$ cat config.mk
export PLATFORM = sky130hd
export DESIGN_NAME = spi_regfile
export DESIGN_NICKNAME = d
export VERILOG_FILES = /design/src/rtl/spi_regfile.sv
export SDC_FILE = /design/constraint.sdc
export NUM_CORES = 1
export LEC_CHECK = 0
export ABC_CLOCK_PERIOD_IN_PS = 3850
export BUFFER_PORTS_ARGS = -buffer_cell sky130_fd_sc_hd__clkbuf_2
export CAP_MARGIN = 20
export CORE_ASPECT_RATIO = 1.1
export CORE_MARGIN = 5
export CORE_UTILIZATION = 39
export CTS_CLUSTER_DIAMETER = 200
export DETAILED_ROUTE_END_ITERATION = 16
export PLACE_DENSITY_LB_ADDON = 0.08
export SLEW_MARGIN = 20
export SYNTH_ARGS = -nofsm -noshare
export SYNTH_HDL_FRONTEND = slang
export SYNTH_SLANG_ARGS = --single-unit
$ cat constraint.sdc
create_clock -name clk -period 3.85 [get_ports clk]
set_input_delay 0 -clock clk [delete_from_list [all_inputs] [get_ports clk]]
set_output_delay 0 -clock clk [all_outputs]
set_load 0.005 [all_outputs]
$ cat src/rtl/spi_regfile.sv
// Register bank and sample FIFO downstream of the SPI slave: capture control
// registers for the scope front end plus a small byte buffer that the host drains.
module spi_regfile #(
  parameter logic [7:0]  ID_VAL   = 8'h5A,
  parameter int unsigned FIFO_AW  = 4,
  parameter logic [7:0]  TRIG_RST = 8'h80
) (
  input  logic       clk,
  input  logic       rst,
  input  logic [6:0] addr,
  input  logic [7:0] wdata,
  input  logic       we,
  input  logic       rd,
  output logic [7:0] rdata,
  input  logic [7:0] smp_data,
  input  logic       smp_valid,
  output logic       run,
  output logic       trig_edge,
  output logic [7:0] trig_lvl,
  output logic [7:0] div,
  output logic       irq
);

  localparam int unsigned DEPTH = 2 ** FIFO_AW;
  localparam int unsigned CW    = FIFO_AW + 1;

  localparam logic [6:0] A_ID      = 7'h00;
  localparam logic [6:0] A_CTRL    = 7'h01;
  localparam logic [6:0] A_TRIG    = 7'h02;
  localparam logic [6:0] A_DIV     = 7'h03;
  localparam logic [6:0] A_STATUS  = 7'h04;
  localparam logic [6:0] A_FIFO    = 7'h05;
  localparam logic [6:0] A_SCRATCH = 7'h06;

  logic [7:0]         mem [DEPTH];
  logic [FIFO_AW-1:0] wr_ptr;
  logic [FIFO_AW-1:0] rd_ptr;
  logic [CW-1:0]      count;
  logic               overflow;
  logic               rd_q;
  logic [7:0]         scratch;

  logic               empty_c;
  logic               full_c;
  logic               flush_c;
  logic               push_req_c;
  logic               push_do_c;
  logic               pop_do_c;
  logic               ovf_set_c;
  logic               ovf_clr_c;
  logic [7:0]         head_c;
  logic [7:0]         status_c;
  logic [7:0]         rd_mux_c;
  logic [CW-1:0]      count_next_c;

  // FIFO decisions are taken on the pre-edge state so a push while full is
  // always dropped, even if a pop frees a slot in the same cycle.
  always_comb begin
    empty_c    = (count == '0);
    full_c     = (count == CW'(DEPTH));
    flush_c    = we && (addr == A_CTRL) && wdata[2];
    push_req_c = run && smp_valid;
    push_do_c  = push_req_c && !full_c && !flush_c;
    pop_do_c   = rd && !rd_q && (addr == A_FIFO) && !empty_c && !flush_c;
    ovf_set_c  = push_req_c && full_c && !flush_c;
    ovf_clr_c  = we && (addr == A_STATUS) && wdata[2];
    head_c     = empty_c ? 8'h00 : mem[rd_ptr];
    status_c   = {5'(count), overflow, full_c, empty_c};

    count_next_c = count;
    if (flush_c) begin
      count_next_c = '0;
    end else begin
      unique case ({push_do_c, pop_do_c})
        2'b10:   count_next_c = count + CW'(1);
        2'b01:   count_next_c = count - CW'(1);
        default: count_next_c = count;
      endcase
    end
  end

  // Register map read mux
  always_comb begin
    rd_mux_c = 8'h00;
    unique case (addr)
      A_ID:      rd_mux_c = ID_VAL;
      A_CTRL:    rd_mux_c = {6'b0, trig_edge, run};
      A_TRIG:    rd_mux_c = trig_lvl;
      A_DIV:     rd_mux_c = div;
      A_STATUS:  rd_mux_c = status_c;
      A_FIFO:    rd_mux_c = head_c;
      A_SCRATCH: rd_mux_c = scratch;
      default:   rd_mux_c = 8'h00;
    endcase
  end

  always_ff @(posedge clk) begin
    if (rst) begin
      run       <= 1'b0;
      trig_edge <= 1'b0;
      trig_lvl  <= TRIG_RST;
      div       <= 8'h00;
      scratch   <= 8'h00;
      wr_ptr    <= '0;
      rd_ptr    <= '0;
      count     <= '0;
      overflow  <= 1'b0;
      rdata     <= 8'h00;
      irq       <= 1'b0;
      rd_q      <= 1'b0;
    end else begin
      rdata <= rd_mux_c;
      irq   <= overflow || (count >= CW'(DEPTH / 2));
      rd_q  <= rd;

      if (we) begin
        unique case (addr)
          A_CTRL: begin
            run       <= wdata[0];
            trig_edge <= wdata[1];
          end
          A_TRIG:    trig_lvl <= wdata;
          A_DIV:     div      <= wdata;
          A_SCRATCH: scratch  <= wdata;
          default:   ;
        endcase
      end

      if (ovf_set_c) begin
        overflow <= 1'b1;
      end else if (ovf_clr_c) begin
        overflow <= 1'b0;
      end

      count <= count_next_c;
      if (flush_c) begin
        wr_ptr <= '0;
        rd_ptr <= '0;
      end else begin
        if (push_do_c) wr_ptr <= wr_ptr + FIFO_AW'(1);
        if (pop_do_c)  rd_ptr <= rd_ptr + FIFO_AW'(1);
      end
    end
  end

  // Sample storage; contents are meaningless outside the valid window.
  always_ff @(posedge clk) begin
    if (push_do_c && !rst) begin
      mem[wr_ptr] <= smp_data;
    end
  end

endmodule

==> metrics.md, run 1 <==
| Metric | Value |
|---|---|
| Status | completed |
| Post-route fraction of the period consumed by the critical path | 0.853 |
| Count of final hold-check violations | 0 |
| Slowest cell delay on critical path | 0.52 ns |
| Share of Yosys cell area claimed by the top area cell type | 0.506 |
| Path type of the worst setup path | input pin to register |
| Post-CTS Resized | 0 |
| Proportion of register bits with asynchronous set or reset after synthesis | 0 |
| Start point of the worst hold path | smp_data[0] |
| Leakage power figure | 2.95 nW |
| Arrival time of the worst setup path | 3.64 ns |
| Portion of the post-synthesis area used by sequential elements | 0.649 |
| Initial antenna violation count | 0 |
| Multi-input gate area | 2470 um^2 |
| Wire length of the first global-routing pass | 27200 um |
| Initial core utilization | 0.396 |
| Worst-path clk slew | 0.07 ns |
| Cell area after synthesis | 7590 um^2 |
| Drt drc | 0 |
| Vias post-DR | 4513 |
| Maximum Capacitance Violations | 0 |
| Critical Path Slowest Stage Cell | sky130_fd_sc_hd__dlygate4sd3_1 |
| Synth Net Count | 561 |
| Die height | 156 um |
| Pre-Repair DR Iteration Count | 4 |
| Number of top-level pins | 55 |
| Number of nets still failing antenna checks after routing | 0 |
| Kind of capture point of the worst setup path | register |
| Global-route usage over all layers | 0.164 |
| EDFF count, synth | 128 |
| Pre-CTS WS | 0.684 ns |
| P_sw | 0.836 mW |
| TritonCTS clock tree | done |
| Clock network latency to the later pin of the worst-skew pair | 0.43 ns |
| Internal power component | 3.10 mW |
| Number of buffers created by CTS | 17 |
| Leading post-synthesis cells by instance count | sky130_fd_sc_hd__edfxtp_1 (128), sky130_fd_sc_hd__dfxtp_1 (54), sky130_fd_sc_hd__nor2_1 (53), sky130_fd_sc_hd__mux4_2 (38), sky130_fd_sc_hd__nand2_1 (38) |
| Via count of the first global-routing pass | 4575 |
| Routed vias/inst | 5.32 |
| RSZ-0062 raised after global routing | no |
| Layout overhead on the synthesized area | 16.5% |
| Area of the core region | 19200 um^2 |
| Most frequent CP cell | sky130_fd_sc_hd__ha_1 |
| Transition time at the pin with the least slew margin | 1.08 ns |
| Worst hold slack | 0.0251 ns |
| Yosys warning count | 0 |
| Clock sink total | 182 |
| Buffer levels on the longest clock path | 2 |
| Type of origin of the critical path | input pin |
| Critical path data required time | 4.20 ns |
| Final min period | 3.28 ns |
| Hold WC Path Type | input pin to register |
| Combinational share of power | 0.024 |
| Startpoint of the most critical setup path | we |
| Count of fill cells added during filler insertion | 1686 |
| Cell type with the largest total area after synthesis | sky130_fd_sc_hd__edfxtp_1 |
| Port bufs | 54 |
| Worst rel slew slack | 0.278 |
| Fin area | 8840 um^2 |
| Non-filler cells in the finished layout | 849 |
| Die Wd | 143 um |
| Mean routed wirelength per cell | 20.7 um |
| Final-layout setup total negative slack | 0 ns |
| Mean area per synthesized cell | 14.5 um^2 |
| Final critical-path setup slack | 0.566 ns |
| Pin count of the biggest net entering global routing | 38 |
| Worst flop-to-flop path endpoint | count[2] |
| Power, Total | 3.93 mW |
| Final Routed Wirelength | 17600 um |
| Largest vdd supply drop | 386 uV |
| PwrDens | 445 nW/um^2 |
| Final Max Slew Viols | 0 |
| Nets | 625 |
| Post-synthesis sequential element count | 182 |
| Number of rows in the core area | 53 |
| R2r setup slk | 0.66 ns |
| Maximum clock skew at final layout | 0.0122 ns |
| Largest cells by area after synthesis | sky130_fd_sc_hd__edfxtp_1 (51%), sky130_fd_sc_hd__dfxtp_1 (14%), sky130_fd_sc_hd__mux4_2 (11%) |
| Hold path endpoint | mem[8][0] |
| H-tree Lvls | 4 |
| GRT overflow | 0 |
| Gate count after technology mapping | 525 |
| Antenna diode instance count | 0 |
| Finished Core Util | 0.461 |
| Share of total power in sequential cells | 0.532 |
| Placer congestion estimate | 0.854 |
| Top-count cell post-synth | sky130_fd_sc_hd__edfxtp_1 |
| Die footprint | 22400 um^2 |
| Clock root buffer | sky130_fd_sc_hd__clkbuf_16 |
| Final HPWL from detailed placement | 12200 um |
| Share of layout cells above drive strength 1 | 0.244 |
| Post-synth top flop | sky130_fd_sc_hd__edfxtp_1 |
| Cell-by-cell listing of the critical path | dlygate4sd3_1, clkbuf_2, nor3b_1, nand4_1, and3_1, inv_1, ha_1, xor2_1, ha_1, nor3_1, a221o_1, or4_1, a21oi_1 |
| Depth of the worst hold-timing path | 1 |
| Violation count after the first detailed-route iteration | 183 |
| Cells on worst reg2reg path | 11 |
| Clock network fraction of total power | 0.444 |
| Highest attainable clock frequency | 304 MHz |
| Distinct cells, synth | 56 |
| Switching power as a share of total power | 0.213 |
| RR Startpoint | count[1] |
| CP max FO | 12 |
| Cells after DPL | 800 |
| Area after detailed placement | 8080 um^2 |
| Footprint of the flip-flops and latches | 4930 um^2 |
| Setup-failing EPs final | 0 |
placed cells by master, fill, tap and decap left out, types with 4 or more instances in the layout:
cell                            Yosys  layout
sky130_fd_sc_hd__a21oi_1           27      27
sky130_fd_sc_hd__a22oi_1            4       4
sky130_fd_sc_hd__and3_1             4       4
sky130_fd_sc_hd__buf_4              1       8
sky130_fd_sc_hd__clkbuf_16          0      17
sky130_fd_sc_hd__clkbuf_2           1      54
sky130_fd_sc_hd__dfxtp_1           54      53
sky130_fd_sc_hd__dlygate4sd3_1      0      17
sky130_fd_sc_hd__edfxtp_1         128     128
sky130_fd_sc_hd__ha_1               8       8
sky130_fd_sc_hd__inv_1             10      10
sky130_fd_sc_hd__inv_6              0       5
sky130_fd_sc_hd__mux2_2             6       6
sky130_fd_sc_hd__mux2i_1           21      21
sky130_fd_sc_hd__mux4_2            38      38
sky130_fd_sc_hd__nand2_1           38      38
sky130_fd_sc_hd__nand2b_1           4       4
sky130_fd_sc_hd__nand3_1           15      15
sky130_fd_sc_hd__nand4_1            5       5
sky130_fd_sc_hd__nor2_1            53      53
sky130_fd_sc_hd__nor2b_1            5       5
sky130_fd_sc_hd__o21ai_0            7       7
sky130_fd_sc_hd__o22ai_1            6       6
sky130_fd_sc_hd__xor2_1             7       7
routing by layer:
layer  track usage  vias to the layer above  routed length, um
met5             0                        -                  0
met2         0.273                      132               8610
met4        0.0611                        0                465
met3        0.0364                       26                839
li1              -                     2129                  -
met1         0.209                     2226               7650
flip-flops by register name, indices dropped and copies added (netlist names), named ones only:
name and cells:
rd_ptr 4, div 8, rd_q 1, rdata 8, wr_ptr 4, run 1
overflow 1, irq 1, scratch 8, mem 128, trig_lvl 8, count 5
trig_edge 1
power by group through the flow:
| stage | Combinational (mW) | Clock [mW] | Sequential, mW |
|---|---|---|---|
| global route | 0.104 | 1.88 | 2.09 |
| global placement | 0.0786 | 0 | 2.14 |
| floorplan | 0.0337 | 0 | 2.14 |
| detailed placement | 0.0809 | 0 | 2.14 |
| CTS | 0.0948 | 1.79 | 2.09 |
| finish | 0.0941 | 1.75 | 2.09 |
what timing repair did:
item / 4_1_cts / 5_1_grt
buffers inserted: 0 / 0
endpoints found under the hold margin: 112 / 0
hold buffers: 17 / 0
kinds of logic (layout without fill, tap and decap cells):
| logic type | after synthesis | in the layout | synth area share |
|---|---|---|---|
| xor+xnor | 9 | 9 | 0.0104 |
| fa+ha+maj | 8 | 8 | 0.0132 |
| simple gates | 148 | 148 | 0.0954 |
| compound gates | 66 | 66 | 0.0565 |
| mux | 65 | 65 | 0.149 |
| buf+inv | 47 | 124 | 0.0267 |
| flops | 182 | 182 | 0.649 |
layout make-up:
type / count / share of cell area
Inverter: 13 / 0.00552
Timing Repair Buffer: 79 / 0.0566
Clock inverter: 15 / 0.0190
Tap cell: 247 / 0.0349
Sequential cell: 182 / 0.557
Multi-Input combinational cell: 296 / 0.279
Clock buffer: 17 / 0.0481
critical path: cells and delay by family:
kind	cells	cell delay [ns]
fa+ha+maj	2	0.55
xor+xnor	1	0.19
simple gates	5	1.54
compound gates	2	0.50
buf+inv	3	0.86
worst max path at each step:
stage	endpoint	slack (ns)	depth (start not counted)
2_1_floorplan	count[2]	0.81	14
3_3_place_gp	count[2]	0.74	11
3_5_place_dp	count[2]	0.68	11
4_1_cts	count[2]	0.63	13
5_1_grt	count[2]	0.29	13
6_report	count[2]	0.57	13
Power figures use the tool's default switching activity.
==> inputs of run 2 (changes only) <==
CORE_ASPECT_RATIO = 2   (was 1.1)
==> metrics.md, run 2 (synthesis gave the netlist of run 1 again) <==
| Metric | Value |
|---|---|
| Status | completed |
| Clock sink total | 182 |
| Violation count after the first detailed-route iteration | 186 |
| Initial antenna violation count | 0 |
| Final-layout setup total negative slack | 0 ns |
| Pin count of the biggest net entering global routing | 38 |
| Combinational share of power | 0.024 |
| Most common cell after layout, fill and taps aside | sky130_fd_sc_hd__edfxtp_1 |
| Critical Path Slowest Stage Cell | sky130_fd_sc_hd__nor4_2 |
| Buffer levels on the longest clock path | 2 |
| Critical path data required time | 4.20 ns |
| Placer congestion estimate | 0.910 |
| Slowest cell delay on critical path | 0.50 ns |
| Maximum Capacitance Violations | 0 |
| Post-route fraction of the period consumed by the critical path | 0.846 |
| Most frequent CP cell | sky130_fd_sc_hd__ha_1 |
| Routed vias/inst | 5.20 |
| Top reg by flops | mem |
| P_sw | 0.794 mW |
| Final Max Slew Viols | 0 |
| Global-route usage over all layers | 0.175 |
| Path type of the worst setup path | register to register |
| Footprint of the flip-flops and latches | 4930 um^2 |
| Setup-failing EPs final | 0 |
| Number of nets still failing antenna checks after routing | 0 |
| Antenna diode instance count | 0 |
| Largest vdd supply drop | 257 uV |
| Clock root buffer | sky130_fd_sc_hd__clkbuf_16 |
| Highest attainable clock frequency | 307 MHz |
| Power, Total | 3.87 mW |
| Pre-Repair DR Iteration Count | 4 |
| Depth of the worst hold-timing path | 1 |
| Clock network latency to the later pin of the worst-skew pair | 0.43 ns |
| Pre-CTS WS | 0.646 ns |
| Share of layout cells above drive strength 1 | 0.237 |
| RSZ-0062 raised after global routing | no |
| Number of top-level pins | 55 |
| Number of buffers created by CTS | 17 |
| Switching power as a share of total power | 0.205 |
| Commonest cells after routing, fill and taps aside | sky130_fd_sc_hd__edfxtp_1 (128), sky130_fd_sc_hd__clkbuf_2 (54), sky130_fd_sc_hd__nor2_1 (53), sky130_fd_sc_hd__dfxtp_1 (53) |
| Via count of the first global-routing pass | 4853 |
| Count of fill cells added during filler insertion | 1802 |
| Initial core utilization | 0.394 |
| R2r setup slk | 0.59 ns |
| Layout overhead on the synthesized area | 15.7% |
| Area of the core region | 19300 um^2 |
| Wire length of the first global-routing pass | 28800 um |
| Die height | 207 um |
| Mean routed wirelength per cell | 21.8 um |
| Final HPWL from detailed placement | 13800 um |
| Worst flop-to-flop path endpoint | count[2] |
| Start point of the worst hold path | smp_data[7] |
| CP max FO | 10 |
| CP Buf/Inv Count | 1 |
| Hold WC Path Type | input pin to register |
| Non-filler cells in the finished layout | 857 |
| H-tree Lvls | 4 |
| Transition time at the pin with the least slew margin | 1.01 ns |
| Cells after DPL | 813 |
| GRT overflow | 0 |
| Count of final hold-check violations | 0 |
| Number of rows in the core area | 72 |
| Maximum clock skew at final layout | 0.00954 ns |
| Nets | 621 |
| Leakage power figure | 2.91 nW |
| Type of origin of the critical path | register |
| Multi-input gate area | 2470 um^2 |
| Family with the most delay on the worst path | simple AND/OR/NAND/NOR gates |
| Die footprint | 22500 um^2 |
| Arrival time of the worst setup path | 3.61 ns |
| Final min period | 3.26 ns |
| Hold path endpoint | mem[9][7] |
| Cells on worst reg2reg path | 11 |
| Clock network fraction of total power | 0.436 |
| Worst-path clk slew | 0.07 ns |
| Share of total power in sequential cells | 0.540 |
| Final Routed Wirelength | 18700 um |
| Vias post-DR | 4456 |
| Final critical-path setup slack | 0.592 ns |
| TritonCTS clock tree | done |
| PwrDens | 441 nW/um^2 |
| Port bufs | 54 |
| RR Startpoint | count[1] |
| Worst rel slew slack | 0.324 |
| Drt drc | 0 |
| Die Wd | 109 um |
| Number of flip-flops under the largest register name | 128 |
| Internal power component | 3.08 mW |
| Kind of capture point of the worst setup path | register |
| Cell-by-cell listing of the critical path | nor4_2, nand2_1, and3_1, inv_1, ha_1, xor2_1, ha_1, nor3_1, a221o_1, or4_1, a21oi_1 |
==> run 2: worst max path at each step <==
stage | cells past startpoint | start | endpoint | slack, ns
final | 11 | count[1] | count[2] | 0.59
after global routing | 11 | count[1] | count[2] | 0.31
after CTS | 11 | count[1] | count[2] | 0.61
after detailed placement | 11 | count[1] | count[2] | 0.65
after global placement | 11 | count[1] | count[2] | 0.70
after floorplan | 14 | count[1] | count[2] | 0.81
==> run 2: stage by stage <==
stage                     instance area, um^2  utilization  hold WS, ns
after floorplan                          7590            -       0.0989
after global placement                   8100        0.420        0.232
after detailed placement                 8100        0.420        0.244
after CTS                                8790        0.456     0.000191
after global routing                     8790        0.456       0.0232
final                                    8790        0.456      0.00256
==> run 2: metal layers <==
metal,global-route usage,share of wire
met5,0,0
met4,0.0942,0.043
met3,0.0289,0.029
met2,0.330,0.58
met1,0.176,0.35
==> run 2: what timing repair did <==
item | CTS | global route
gates resized for setup | 0 | 0
endpoints found under the hold margin | 66 | 0
buffers inserted | 0 | 0
hold buffers | 12 | 0
==> run 2: cell type report <==
class                      count  share of cell area
sequential                   182               0.561
multi-input combinational    296               0.281
timing repair buffer          75              0.0521
clock buffer                  20              0.0497
tap                          259              0.0369
clock inverter                12              0.0145
inverter                      13             0.00555
==> run 2: power groups by stage <==
| stage | registers (mW) | logic (mW) | clock network (mW) |
|---|---|---|---|
| after global routing | 2.09 | 0.100 | 1.80 |
| after detailed placement | 2.14 | 0.0824 | 0 |
| after global placement | 2.14 | 0.0794 | 0 |
| after floorplan | 2.14 | 0.0337 | 0 |
| final | 2.09 | 0.0915 | 1.69 |
| after CTS | 2.09 | 0.0923 | 1.74 |
